[src/rtl/dmem_ctrl_if.sv]
// Data-memory bus between the dmem_ctrl master and a memory/bus slave.
// Handshake: the master raises bus_req_o with bus_we_o, bus_addr_o,
// bus_wdata_o and bus_be_o and holds all of them stable until the slave
// answers with bus_gnt_i in the same cycle (request accepted on the rising
// edge where bus_req_o && bus_gnt_i). For loads, the slave later returns
// bus_rdata_i qualified by a single-cycle bus_rvalid_i; the master always
// accepts it (no back-pressure on the response).
interface dmem_ctrl_if;
    logic        bus_req_o;
    logic        bus_we_o;
    logic [31:0] bus_addr_o;
    logic [31:0] bus_wdata_o;
    logic [3:0]  bus_be_o;
    logic        bus_gnt_i;
    logic        bus_rvalid_i;
    logic [31:0] bus_rdata_i;

    modport master (
        output bus_req_o, bus_we_o, bus_addr_o, bus_wdata_o, bus_be_o,
        input  bus_gnt_i, bus_rvalid_i, bus_rdata_i
    );

    modport slave (
        input  bus_req_o, bus_we_o, bus_addr_o, bus_wdata_o, bus_be_o,
        output bus_gnt_i, bus_rvalid_i, bus_rdata_i
    );
endinterface

[src/rtl/dmem_ctrl.sv]
// Data-memory controller for the MEM stage: turns a load/store request into
// one bus transaction, stalling the pipeline until it completes.
// Optional feature: define MISALIGN_TRAP_EN to trap misaligned halfword/word
// accesses (adds misalign_o / badaddr_o, no bus request for such accesses).
module dmem_ctrl (
    input  logic        clk_i,
    input  logic        rst_n_i,
    input  logic        re_i,
    input  logic        we_i,
    input  logic [31:0] addr_i,
    input  logic [31:0] wdata_i,
    input  logic [2:0]  mode_i,
    output logic        stall_o,
    output logic [31:0] rdata_o,
    output logic        done_o,
`ifdef MISALIGN_TRAP_EN
    output logic        misalign_o,
    output logic [31:0] badaddr_o,
`endif
    output logic [1:0]  state_o,
    dmem_ctrl_if.master bus
);

    typedef enum logic [1:0] {IDLE = 2'd0, REQ = 2'd1, WAIT = 2'd2, DONE = 2'd3} state_t;

    state_t      state_q, state_d;
    logic        capture;
    logic [31:0] addr_q;
    logic [31:0] wdata_q;
    logic [1:0]  size_q;
    logic        we_q;
    logic [31:0] rdata_q;
    logic [3:0]  be_w;
    logic [31:0] wdata_w;

    // funct3[2] only selects sign/zero extension, which is applied downstream.
    logic unused_mode;
    assign unused_mode = mode_i[2];

`ifdef MISALIGN_TRAP_EN
    logic mis_req;
    logic mis_q;

    // Halfword needs addr[0]==0, word (and the reserved size) needs addr[1:0]==0.
    always_comb begin
        mis_req = 1'b0;
        if (mode_i[1])
            mis_req = (addr_i[1:0] != 2'b00);
        else if (mode_i[0])
            mis_req = addr_i[0];
    end
`endif

    // State register; reset returns to IDLE at once, dropping any open transaction.
    always_ff @(posedge clk_i or negedge rst_n_i) begin
        if (!rst_n_i)
            state_q <= IDLE;
        else
            state_q <= state_d;
    end

    // Next-state logic; stray grants/responses are ignored outside REQ/WAIT.
    always_comb begin
        state_d = state_q;
        capture = 1'b0;
        case (state_q)
            IDLE: begin
                if (re_i || we_i) begin
                    capture = 1'b1;
`ifdef MISALIGN_TRAP_EN
                    state_d = mis_req ? DONE : REQ;
`else
                    state_d = REQ;
`endif
                end
            end
            REQ:     if (bus.bus_gnt_i) state_d = we_q ? DONE : WAIT;
            WAIT:    if (bus.bus_rvalid_i) state_d = DONE;
            DONE:    state_d = IDLE;
            default: state_d = IDLE;
        endcase
    end

    // Request capture in IDLE; store wins when both requests are high.
    always_ff @(posedge clk_i or negedge rst_n_i) begin
        if (!rst_n_i) begin
            addr_q  <= '0;
            wdata_q <= '0;
            size_q  <= '0;
            we_q    <= 1'b0;
        end else if (capture) begin
            addr_q  <= addr_i;
            wdata_q <= wdata_i;
            size_q  <= mode_i[1:0];
            we_q    <= we_i;
        end
    end

`ifdef MISALIGN_TRAP_EN
    // Misalignment flag for the access currently in flight.
    always_ff @(posedge clk_i or negedge rst_n_i) begin
        if (!rst_n_i)
            mis_q <= 1'b0;
        else if (capture)
            mis_q <= mis_req;
    end
`endif

    // Load data: right-align the addressed bytes; held until the next load returns.
    always_ff @(posedge clk_i or negedge rst_n_i) begin
        if (!rst_n_i)
            rdata_q <= '0;
        else if (state_q == WAIT && bus.bus_rvalid_i)
            rdata_q <= bus.bus_rdata_i >> {addr_q[1:0], 3'b000};
    end

    // Byte lanes and replicated store data derived from access size and offset.
    always_comb begin
        be_w    = 4'b1111;
        wdata_w = wdata_q;
        case (size_q)
            2'b00: begin
                be_w    = 4'b0001 << addr_q[1:0];
                wdata_w = {4{wdata_q[7:0]}};
            end
            2'b01: begin
                be_w    = 4'b0011 << {addr_q[1], 1'b0};
                wdata_w = {2{wdata_q[15:0]}};
            end
            default: begin
                be_w    = 4'b1111;
                wdata_w = wdata_q;
            end
        endcase
    end

    // Outputs; bus fields are driven only while requesting so they read 0 otherwise.
    always_comb begin
        stall_o         = 1'b0;
        done_o          = 1'b0;
        bus.bus_req_o   = 1'b0;
        bus.bus_we_o    = 1'b0;
        bus.bus_addr_o  = '0;
        bus.bus_wdata_o = '0;
        bus.bus_be_o    = '0;
        case (state_q)
            IDLE: stall_o = re_i || we_i;
            REQ: begin
                stall_o         = 1'b1;
                bus.bus_req_o   = 1'b1;
                bus.bus_we_o    = we_q;
                bus.bus_addr_o  = {addr_q[31:2], 2'b00};
                bus.bus_wdata_o = wdata_w;
                bus.bus_be_o    = be_w;
            end
            WAIT:    stall_o = 1'b1;
            DONE:    done_o  = 1'b1;
            default: stall_o = 1'b0;
        endcase
    end

    assign rdata_o = rdata_q;
    assign state_o = state_q;

`ifdef MISALIGN_TRAP_EN
    assign misalign_o = (state_q == DONE) && mis_q;
    assign badaddr_o  = misalign_o ? addr_q : 32'd0;
`endif

endmodule

[src/flat_wrapper.sv]
// flat-port wrapper written by rule: the top's interface ports become plain ports
module dmem_ctrl_flat 
  (clk_i, rst_n_i, re_i, we_i, addr_i, wdata_i, mode_i, stall_o, rdata_o, done_o, state_o, bus_bus_req_o, bus_bus_we_o, bus_bus_addr_o, bus_bus_wdata_o, bus_bus_be_o, bus_bus_gnt_i, bus_bus_rvalid_i, bus_bus_rdata_i);
  dmem_ctrl_if bus_i ();
  input  logic clk_i;
  input  logic rst_n_i;
  input  logic re_i;
  input  logic we_i;
  input  logic [31:0] addr_i;
  input  logic [31:0] wdata_i;
  input  logic [2:0] mode_i;
  output logic stall_o;
  output logic [31:0] rdata_o;
  output logic done_o;
  output logic [1:0] state_o;
  output wire logic [$bits(bus_i.bus_req_o)-1:0] bus_bus_req_o;
  output wire logic [$bits(bus_i.bus_we_o)-1:0] bus_bus_we_o;
  output wire logic [$bits(bus_i.bus_addr_o)-1:0] bus_bus_addr_o;
  output wire logic [$bits(bus_i.bus_wdata_o)-1:0] bus_bus_wdata_o;
  output wire logic [$bits(bus_i.bus_be_o)-1:0] bus_bus_be_o;
  input wire logic [$bits(bus_i.bus_gnt_i)-1:0] bus_bus_gnt_i;
  input wire logic [$bits(bus_i.bus_rvalid_i)-1:0] bus_bus_rvalid_i;
  input wire logic [$bits(bus_i.bus_rdata_i)-1:0] bus_bus_rdata_i;
  assign bus_bus_req_o = bus_i.bus_req_o;
  assign bus_bus_we_o = bus_i.bus_we_o;
  assign bus_bus_addr_o = bus_i.bus_addr_o;
  assign bus_bus_wdata_o = bus_i.bus_wdata_o;
  assign bus_bus_be_o = bus_i.bus_be_o;
  assign bus_i.bus_gnt_i = bus_bus_gnt_i;
  assign bus_i.bus_rvalid_i = bus_bus_rvalid_i;
  assign bus_i.bus_rdata_i = bus_bus_rdata_i;
  dmem_ctrl u_core (.clk_i(clk_i), .rst_n_i(rst_n_i), .re_i(re_i), .we_i(we_i), .addr_i(addr_i), .wdata_i(wdata_i), .mode_i(mode_i), .stall_o(stall_o), .rdata_o(rdata_o), .done_o(done_o), .state_o(state_o), .bus(bus_i));
endmodule
[config.mk]
export PLATFORM = sky130hd
export DESIGN_NAME = dmem_ctrl_flat
export DESIGN_NICKNAME = d
export VERILOG_FILES = /design/src/rtl/dmem_ctrl_if.sv /design/src/rtl/dmem_ctrl.sv /design/src/flat_wrapper.sv
export SDC_FILE = /design/constraint.sdc
export NUM_CORES = 1
export LEC_CHECK = 0
export CORE_ASPECT_RATIO = 1.25
export CORE_UTILIZATION = 39
export DETAILED_ROUTE_END_ITERATION = 6
export GPL_TIMING_DRIVEN = 0
export PLACE_DENSITY = 0.77
export SLEW_MARGIN = 0
export SYNTH_ARGS = -nofsm -noshare
export SYNTH_HDL_FRONTEND = slang
export SYNTH_SLANG_ARGS = --single-unit
[constraint.sdc]
create_clock -name clk_i -period 1.5 [get_ports clk_i]
set_input_delay 0.3 -clock clk_i [delete_from_list [all_inputs] [get_ports clk_i]]
set_output_delay 0.3 -clock clk_i [all_outputs]
set_load 0.02 [all_outputs]
## Word level (Yosys, flattened, before mapping)

Cells that the tools add are included.

| operators by class | value |
|---|---|
| equal/unequal tests | 7 |
| shift-type cells | 3 |
| muxes and demuxes | 16 |
| reduce and logical (&&, ||, !) cells | 6 |

Operator list:

| kind | number |
|---|---|
| $mux W32 | 2 |
| $pmux W32 S2 | 1 |
| $shr A32 B5 Y32 | 1 |
| $pmux W2 S4 | 1 |
| $pmux W4 S2 | 1 |
| $mux W1 | 6 |
| $mux W2 | 3 |
| $eq A2 B1 Y1 const B | 2 |
| $eq A2 B2 Y1 const B | 2 |
| $logic_not A2 Y1 | 2 |
| $mux W4 | 1 |
| $ne A2 B2 Y1 const B | 2 |
| $shl A1 B2 Y4 const A | 1 |
| $shl A2 B2 Y4 const A | 1 |
| $reduce_and A3 Y1 | 1 |
| $ne A2 B1 Y1 const B | 1 |
| $pmux W1 S2 | 1 |
| $reduce_or A2 Y1 | 1 |
| $logic_and A1 B1 Y1 | 1 |
| $logic_or A1 B1 Y1 | 1 |

| word-level totals | value |
|---|---|
| register bits | 101 |
| input bits | 105 |

## Depth between registers and ports, before layout

Gate-level depths: netlist of the first run.

| depth | value |
|---|---|
| depth in word-level cells | 3 |
| mapped depth | 7 |
| gate-level depth less buffers | 5 |

## Worst setup path after synthesis of the first run

No wires, ideal clock.

| timing path | value |
|---|---|
| path kind | register to output |
| start | register u_core.state_q[1], in the netlist u_core.state_o[1] |
| end | output port bus_bus_wdata_o[10] |
| arrival | 1.659 ns |
| data required time | 1.200 ns |
| path slack | -0.459 ns |
| stages on the path, launching flop included | 5 |
| buffers on the path | 1 |
| path through | dfrtp_1 inv_1 ha_1 clkbuf_1 a21boi_0 |

| between the ends | value |
|---|---|
| word-level cells in the longest chain between the ends | 2 |

RTL lines:

| item | line | source |
|---|---|---|
| start, declared | dmem_ctrl.sv:26 | `state_t state_q, state_d;` |
| start signal, assigned | dmem_ctrl.sv:59 | `state_q <= state_d;` |
| $eq A2 B1 Y1 | dmem_ctrl.sv:146 | `case (state_q)` |
| $mux W32 | dmem_ctrl.sv:146 |  |
| end, declared | flat_wrapper.sv:19 | `output wire logic [$bits(bus_i.bus_wdata_o)-1:0] bus_bus_wdata_o;` |

No other way between the ends.

## Worst setup path after layout of the first run

| timing path | value |
|---|---|
| start | register u_core.state_q[1], in the netlist u_core.state_o[1] |
| end | output port stall_o |

| between the ends | value |
|---|---|
| word-level cells in the longest chain between the ends | 3 |
| elaborated cells on any way between the ends | 5 |
| those cells by class | eq/ne: 2; mux: 1; reduce/logical: 2 |

RTL lines:

| item | line | source |
|---|---|---|
| $eq A2 B1 Y1 or $eq A2 B2 Y1 (tied branches) | dmem_ctrl.sv:146 |  |
| $reduce_or A2 Y1 (no source line) | - |  |
| $pmux W1 S2 * | dmem_ctrl.sv:146 |  |
| end, declared | flat_wrapper.sv:12 | `output logic stall_o;` |

Mark *: on every way between the ends. The rest lies on a longest branch, timed or not.

==> results_dict.tcl, run 1 <==
set metrics [dict create \
    antenna_found_initial 0 \
    clk_latency_ps 340 \
    synth.area.top_cells "dfrtp_1, mux2_2, mux2i_1" \
    grt_first_pass_wirelength_um 26800 \
    grt_pass1_vias 4771 \
    clk_pin_slew_worst_paths_ps 70 \
    final_cell_area_mm2 0.00919 \
    vias 4594 \
    crit_path_max_fanout 4 \
    worst_setup_path_end_kind "output port" \
    finalSetupViolCount 142 \
    dieArea_mm2 0.0134 \
    dp_hpwl_um 11700 \
    ys_warn_count 0 \
    p_leak_nw 4.22 \
    post-route-period-util 1.29 \
    status "finished with violations" \
    period_needed_ps 1930 \
    cts.path.max_buffers 2 \
    drt_wl_total_um 18400 \
    nets 814 \
    finalSetupTns_ps -46030 \
    avgSynthCellArea_um2 11.4 \
    finalHoldViolCount 0 \
    setup_slack_ps -433 \
    synth.distinct_cells 32 \
    synthCells 441 \
    fp.dieW_um 104 \
    final_common_cell "clkdlybuf4s50_1" \
    final_cell_mix "clkdlybuf4s50_1, dfrtp_1, buf_6" \
    cts_tree "yes" \
    synth_top_cell_area_share 0.501 \
    track_usage 0.260 \
    syn_area_mm2 0.00505 \
    core_mm2 0.0127 \
    first_pass_iters 4 \
    maxSlewViolCount 0 \
    vdd_drop_max_v 0.00124 \
    synth-seq-area-share 0.501 \
    final_layout_size_suffix_gt1_frac 0.487 \
    syn2layout_area_growth_pct 82.0 \
    dpl_cell_area_mm2 0.00761 \
    cts_sinks 101 \
    worst_ep_arrival_time_ps 1630 \
    h-tree-depth 3 \
    cts_made_buffers 9 \
    die_h_um 129 \
    grt_max_degree 73 \
    skew_ps 4.19 \
    routedWlPerCell_um 21.0 \
    grt_setup_unrepaired "yes" \
    whs_ps 448 \
    fillers 876 \
    drc 0 \
    portBuffers 207 \
    crit_type "flip-flop to output port" \
    rows 46 \
    drtIter0Drc 192 \
    gp_congestion 0.874 \
    yosys_register_bits 101 \
    root_buffer "clkbuf_16" \
    yosys.area.top_type "dfrtp_1" \
    critPathRequiredTime_ps 1200 \
    initial_core_util 0.399 \
    maxCapViolCount 0 \
    grt.overflow.total 0 \
    ant_nets 0 \
    pwr_density_cell_mw_per_mm2 2370 \
    violations "negative setup slack" \
    min_path_type "primary input to asynchronous set/reset pin" \
    io_pins 211 \
    antenna_cells 0 \
    startpoint_type "flip-flop" \
    place_ws_ps -950 \
    fmax_mhz 517 \
    viasPerCell 5.25 \
]
==> path summary, 6_finish.rpt <==
check,from,endpoint,slack [ps],depth (start not counted)
min in group clk_i,u_core.rdata_o[0],u_core.rdata_o[0],490,2
worst min register to register,u_core.rdata_o[0],u_core.rdata_o[0],490,2
worst max-delay path,u_core.state_o[1],stall_o,-430,7
max in group asynchronous,rst_n_i,u_core.addr_q[1],340,3
worst min-delay path,rst_n_i,u_core.rdata_o[30],450,2
worst max register to register,u_core.state_o[1],u_core.wdata_q[12],-410,10
==> sequential cells by signal (all words and copies together) (netlist names) <==
name	count
u_core.wdata_q	32
u_core.addr_q	32
u_core.state_o	2
u_core.we_q	1
u_core.rdata_o	32
u_core.size_q	2
==> critical path: stages, from the launching register on <==
cell and delay, ps:
dfrtp_2 440, inv_4 110, ha_4 160, o21ai_4 70, buf_8 130, buf_8 120
a21oi_4 140, buf_6 130
==> routing by layer <==
layer	part of all wire	GRT usage	wire length, um
met3	0.071	0.0649	1300
met1	0.38	0.306	7070
met2	0.52	0.463	9520
met4	0.026	0.0983	479
met5	0	0	0
==> metrics by stage <==
stage	cells	total power, W	utilization
final	875	0.0218	0.725
after global routing	875	0.0228	0.725
after CTS	858	0.0199	0.678
after detailed placement	818	0.0155	0.601
after global placement	817	0.0151	0.599
after floorplan	442	0.0113	-
==> synth_stat cells <==
cell / count
nand2_1: 44
mux2_1: 1
mux2i_1: 41
buf_2: 13
o21ai_2: 1
nand2_2: 1
nor2b_1: 13
o21ai_0: 32
nand2b_1: 1
dfrtp_1: 101
conb_1: 1
inv_1: 4
a21boi_0: 8
a21oi_1: 3
a2bb2oi_1: 8
buf_6: 3
nor3_1: 1
mux2_2: 65
o221ai_1: 8
clkbuf_1: 13
nor3_2: 1
o22a_1: 1
a211oi_1: 1
a2111oi_0: 1
buf_4: 3
and2_1: 47
a22o_1: 8
or2_2: 1
ha_1: 6
nor2_1: 6
nand3_1: 2
o21a_1: 2
==> logic make-up after synthesis <==
family / share of synthesized area
adders and majority gates: 0.0149
and+or+nand+nor: 0.120
DFF: 0.501
muxes: 0.229
AOI/OAI and AO/OA: 0.0979
other: 0.000743
buffers and inverters: 0.0367
==> final cells by class <==
type                    count  area (um2)  share of cell area
plain buffers              30         397              0.0432
clock buffers              12         256              0.0279
clock inverters             3        45.0             0.00490
inverters                   4        20.0             0.00218
multi-input cells         305        2960               0.322
flip-flops and latches    101        2530               0.276
well taps                 168         210              0.0229
repair buffers            252        2770               0.301
==> timing repair <==
item / in CTS / in global routing
resized for setup: 565 / 132
endpoints found under the setup margin: 204 / 169
pin swaps: 8 / 15
hold buffers: 1 / 0
cloned: 5 / 5
buffers inserted: 21 / 18
hold endpoints to repair: 29 / 0
==> where the power goes <==
part | switching (W) | internal (W)
Combinational | 0.00649 | 0.00771
Sequential | 0.00104 | 0.00409
Clock | 0.00105 | 0.00138
Total | 0.00858 | 0.0132
Note: power is estimated with default switching activity, not from simulation.
==> run 2: changes to the inputs <==
--- a/config.mk
+++ b/config.mk
@@ -9,6 +9,7 @@
 export CORE_UTILIZATION = 39
 export DETAILED_ROUTE_END_ITERATION = 6
 export GPL_TIMING_DRIVEN = 0
+export MAX_ROUTING_LAYER = met4
 export PLACE_DENSITY = 0.77
 export SLEW_MARGIN = 0
 export SYNTH_ARGS = -nofsm -noshare
==> results_dict.tcl, run 2 (synthesized netlist as in run 1, its figures left out) <==
set metrics [dict create \
    status "finished with violations" \
    violations "negative setup slack" \
    fmax_mhz 502 \
    finalHoldViolCount 0 \
    crit_path_top_delay_cell "dfrtp_2" \
    rows 46 \
    fillers 866 \
    startpoint_type "flip-flop" \
    crit_path_max_fanout 3 \
    grt_setup_unrepaired "yes" \
    critPathLaunch "u_core.state_o[0]" \
    period_needed_ps 1990 \
    cts_made_buffers 9 \
    setup_slack_ps -492 \
    routedWlPerCell_um 21.2 \
    initial_core_util 0.399 \
    grt.overflow.total 0 \
    dp_hpwl_um 11700 \
    worst_setup_path_end_kind "output port" \
    min_path_type "flip-flop to flip-flop" \
    worst_ep_arrival_time_ps 1690 \
    die_h_um 129 \
    fp.dieW_um 104 \
    grt_pass1_vias 4900 \
    antenna_found_initial 0 \
    h-tree-depth 3 \
    viasPerCell 5.29 \
    crit_type "flip-flop to output port" \
    core_mm2 0.0127 \
    final_core_util 0.724 \
    critPathRequiredTime_ps 1200 \
    portBuffers 207 \
    gp_congestion 0.872 \
    grt_first_pass_wirelength_um 27200 \
    maxSlewHeadroom 0.582 \
    syn2layout_area_growth_pct 81.7 \
    clk_latency_ps 340 \
    final_cell_mix "clkdlybuf4s50_1, dfrtp_1, buf_6" \
    skew_ps 8.45 \
    worstReg2RegEnd "u_core.state_o[0]" \
    post-route-period-util 1.33 \
    drc 0 \
    cp_num_cells 8 \
    tightest_slew_ps 628 \
    cp_top_family "buffers and inverters" \
    final_cell_area_mm2 0.00917 \
    critPathMaxStageDelay_ps 450 \
    p_leak_nw 4.32 \
    reg2reg_slack_ps -360 \
    cts_tree "yes" \
    io_pins 211 \
    drt_wl_total_um 18700 \
    vias 4667 \
    multi_input_comb_area_mm2 0.00305 \
    antenna_cells 0 \
    nets 820 \
    cp_num_buf_inv 5 \
    worstPathCellList "buf_6 -> inv_4 -> ha_4 -> o21ai_4 -> buf_8 -> buf_8 -> a21oi_4 -> buf_6" \
    maxCapViolCount 0 \
    root_buffer "clkbuf_16" \
    finalSetupViolCount 167 \
    dieArea_mm2 0.0134 \
    vdd_drop_max_v 0.00110 \
    drtIter0Drc 167 \
    dpl_cell_area_mm2 0.00761 \
    final_layout_size_suffix_gt1_frac 0.499 \
    clk_pin_slew_worst_paths_ps 70 \
    regArea_mm2 0.00253 \
    r2r_start "u_core.state_o[0]" \
    final_common_cell "clkdlybuf4s50_1" \
    maxSlewViolCount 0 \
    crit_path_end "stall_o" \
    reg2reg_depth 9 \
    cts_sinks 101 \
    ant_nets 0 \
    track_usage 0.273 \
    whs_ps 478 \
    grt_max_degree 58 \
    pwr_density_cell_mw_per_mm2 2360 \
    finalSetupTns_ps -43930 \
    cts.path.max_buffers 2 \
    first_pass_iters 4 \
]
-- run 2: final cells by class --
cell class / count / share of cell area
buffer: 27 / 0.0382
clock buffer: 12 / 0.0280
clock inverter: 4 / 0.00601
inverter: 4 / 0.00218
multi-input combinational: 305 / 0.333
sequential: 101 / 0.276
tap: 168 / 0.0229
timing repair buffer: 261 / 0.293
-- run 2: metrics by stage --
step	instances	worst slack [ps]	total power (W)
after floorplan	442	-49.6	0.0113
after global placement	817	-4060	0.0152
after detailed placement	818	-951	0.0154
after CTS	872	-475	0.0201
after global routing	882	-515	0.0226
final	882	-492	0.0216
-- run 2: where the power goes --
| group | switching (W) | total [W] | internal, W | leakage [nW] |
|---|---|---|---|---|
| Sequential | 0.000976 | 0.00506 | 0.00409 | 1.22 |
| Combinational | 0.00651 | 0.0140 | 0.00752 | 2.95 |
| Clock | 0.00110 | 0.00250 | 0.00140 | 0.149 |
| Total | 0.00858 | 0.0216 | 0.0130 | 4.32 |
-- run 2: how the worst min path moves through the flow --
stage | to | start | slack (ps) | depth (start not counted)
after floorplan | u_core.addr_q[0] | rst_n_i | 4 | 0
after global placement | u_core.we_q | u_core.we_q | 460 | 2
after detailed placement | u_core.rdata_o[30] | rst_n_i | 350 | 1
after CTS | u_core.rdata_o[19] | u_core.rdata_o[19] | 480 | 2
after global routing | u_core.rdata_o[19] | u_core.rdata_o[19] | 500 | 2
final | u_core.rdata_o[22] | u_core.rdata_o[22] | 480 | 2
-- run 2: worst register-to-register path, delay by kind of cell (launching register included) --
family	cells	cell delay, ps
AND/OR/NAND/NOR	1	130
AO/OA/AOI/OAI	2	280
adder cells (fa/ha/maj)	1	170
flip-flops	1	450
buffers and inverters	5	700
-- run 2: repair_timing --
item,4_1_cts,5_1_grt
setup endpoints to repair,204,172
gates cloned,8,3
pin swaps,8,17
setup buffers,31,17
gates resized for setup,547,122
hold buffers,1,0
hold endpoints to repair,44,0
-- run 2: layer usage --
metal / track usage / vias up / share of wire
li1: - / 2075 / -
met1: 0.305 / 2353 / 0.39
met2: 0.482 / 208 / 0.53
met3: 0.0518 / 31 / 0.060
met4: 0.114 / 0 / 0.025
met5: - / - / 0
==> run 3: changes to the inputs <==
--- a/config.mk
+++ b/config.mk
@@ -5,7 +5,7 @@
 export SDC_FILE = /design/constraint.sdc
 export NUM_CORES = 1
 export LEC_CHECK = 0
-export CORE_ASPECT_RATIO = 1.25
+export CORE_ASPECT_RATIO = 0.7
 export CORE_UTILIZATION = 39
 export DETAILED_ROUTE_END_ITERATION = 6
 export GPL_TIMING_DRIVEN = 0
==> results_dict.tcl, run 3 (synthesized netlist as in run 1, its figures left out) <==
set metrics [dict create \
    final_cell_mix "clkdlybuf4s50_1, dfrtp_1, buf_6" \
    crit_type "flip-flop to output port" \
    p_leak_nw 4.07 \
    netSwitchingFraction 0.397 \
    ant_nets 0 \
    grt.overflow.total 0 \
    startpoint_type "flip-flop" \
    portBuffers 207 \
    post-route-period-util 1.30 \
    dp_hpwl_um 11800 \
    fmax_mhz 515 \
    viasPerCell 5.14 \
    cts_tree "yes" \
    track_usage 0.262 \
    final_core_util 0.709 \
    period_needed_ps 1940 \
    clk_latency_ps 340 \
    antenna_found_initial 0 \
    first_pass_iters 4 \
    cts.path.max_buffers 2 \
    pwr_density_cell_mw_per_mm2 2340 \
    skew_ps 4.46 \
    worst_ep_arrival_time_ps 1640 \
    die_h_um 97.2 \
    maxSlewHeadroom 0.635 \
    vdd_drop_max_v 0.00122 \
    antenna_cells 0 \
    grt_max_degree 64 \
    rows 34 \
    final_layout_size_suffix_gt1_frac 0.474 \
    gp_congestion 0.882 \
    drc 0 \
    violations "negative setup slack" \
    h-tree-depth 3 \
    clk_pin_slew_worst_paths_ps 70 \
    nets 813 \
    syn2layout_area_growth_pct 75.7 \
    cts_sinks 101 \
    worstPathCellList "clkbuf_16 -> nor2_4 -> buf_4 -> nand2_2 -> a21boi_4 -> buf_6" \
    routedWlPerCell_um 20.0 \
    cts_made_buffers 9 \
    dieArea_mm2 0.0134 \
    finalSetupViolCount 100 \
    pwr-share-seq 0.246 \
    final_common_cell "clkdlybuf4s50_1" \
    root_buffer "clkbuf_16" \
    p_sw_w 0.00824 \
    initial_core_util 0.403 \
    maxCapViolCount 0 \
    drtIter0Drc 135 \
    finalSetupTns_ps -32540 \
    finalHoldViolCount 0 \
    crit_path_top_delay_cell "dfrtp_2" \
    tightest_slew_ps 547 \
    fp.dieW_um 138 \
    grt_setup_unrepaired "yes" \
    clkPwrFrac 0.107 \
    crit_path_max_fanout 5 \
    cell_internal_pwr_w 0.0125 \
    drt_wl_total_um 17300 \
    vias 4465 \
    critPathMaxStageDelay_ps 470 \
    status "finished with violations" \
    p_total_w 0.0208 \
    core_mm2 0.0125 \
    min_path_type "primary input to asynchronous set/reset pin" \
    io_pins 211 \
    grt_first_pass_wirelength_um 25400 \
    maxSlewViolCount 0 \
    setup_slack_ps -443 \
    worst_setup_path_end_kind "output port" \
    grt_pass1_vias 4578 \
    critPathRequiredTime_ps 1200 \
    power_frac_comb 0.647 \
]
run 3: stage by stage:
step	cell area [um2]	hold WS, ps	setup WS (ps)	std cells
2_1_floorplan	5300	4.41	-49.6	442
3_3_place_gp	7580	456	-4110	811
3_5_place_dp	7600	319	-820	812
4_1_cts	8700	485	-446	862
5_1_grt	8870	509	-493	869
6_report	8870	487	-443	869
run 3: worst paths after layout:
check	cells past startpoint	from	slack (ps)	endpoint
setup / recovery	6	u_core.size_q[0]	-440	bus_bus_wdata_o[12]
hold / removal	2	rst_n_i	490	u_core.rdata_o[2]
setup reg to reg	9	u_core.state_o[0]	-310	u_core.wdata_q[18]
hold reg to reg	2	u_core.rdata_o[4]	490	u_core.rdata_o[4]
max in group asynchronous	3	rst_n_i	300	u_core.addr_q[17]
min in group clk_i	2	u_core.rdata_o[4]	490	u_core.rdata_o[4]
run 3: area by class of cell:
class / count / area (um2)
plain buffers: 30 / 355
clock buffers: 12 / 246
clock inverters: 4 / 32.5
fillers: 898 / 3640
inverters: 4 / 22.5
multi-input cells: 305 / 2850
flip-flops and latches: 101 / 2530
well taps: 162 / 203
repair buffers: 251 / 2620
run 3: per-layer routing:
metal	vias up	track usage	wire [um]
met4	0	0.0644	231
met2	185	0.399	8150
met3	17	0.0949	1650
met1	2208	0.329	7320
li1	2055	-	-
met5	-	-	0
run 3: critical path: cells and delay by family (launching register included):
family | cells | cell delay [ps]
flip-flops | 1 | 470
buffers and inverters | 3 | 480
AO/OA/AOI/OAI | 1 | 150
AND/OR/NAND/NOR | 2 | 180
run 3: power by group through the flow:
stage               clock (W)  sequential [W]  combinational [W]
floorplan                   0         0.00521            0.00608
global placement            0         0.00492             0.0103
detailed placement          0         0.00499             0.0105
CTS                   0.00227         0.00501             0.0129
global route          0.00239         0.00524             0.0141
finish                0.00222         0.00511             0.0134
run 3: timing repair:
action / 4_1_cts / 5_1_grt
cloned: 10 / 0
pin swaps: 18 / 15
resized for setup: 600 / 46
setup buffers: 24 / 13
hold endpoints to repair: 38 / 0
endpoints found under the setup margin: 196 / 132
hold buffers: 1 / 0
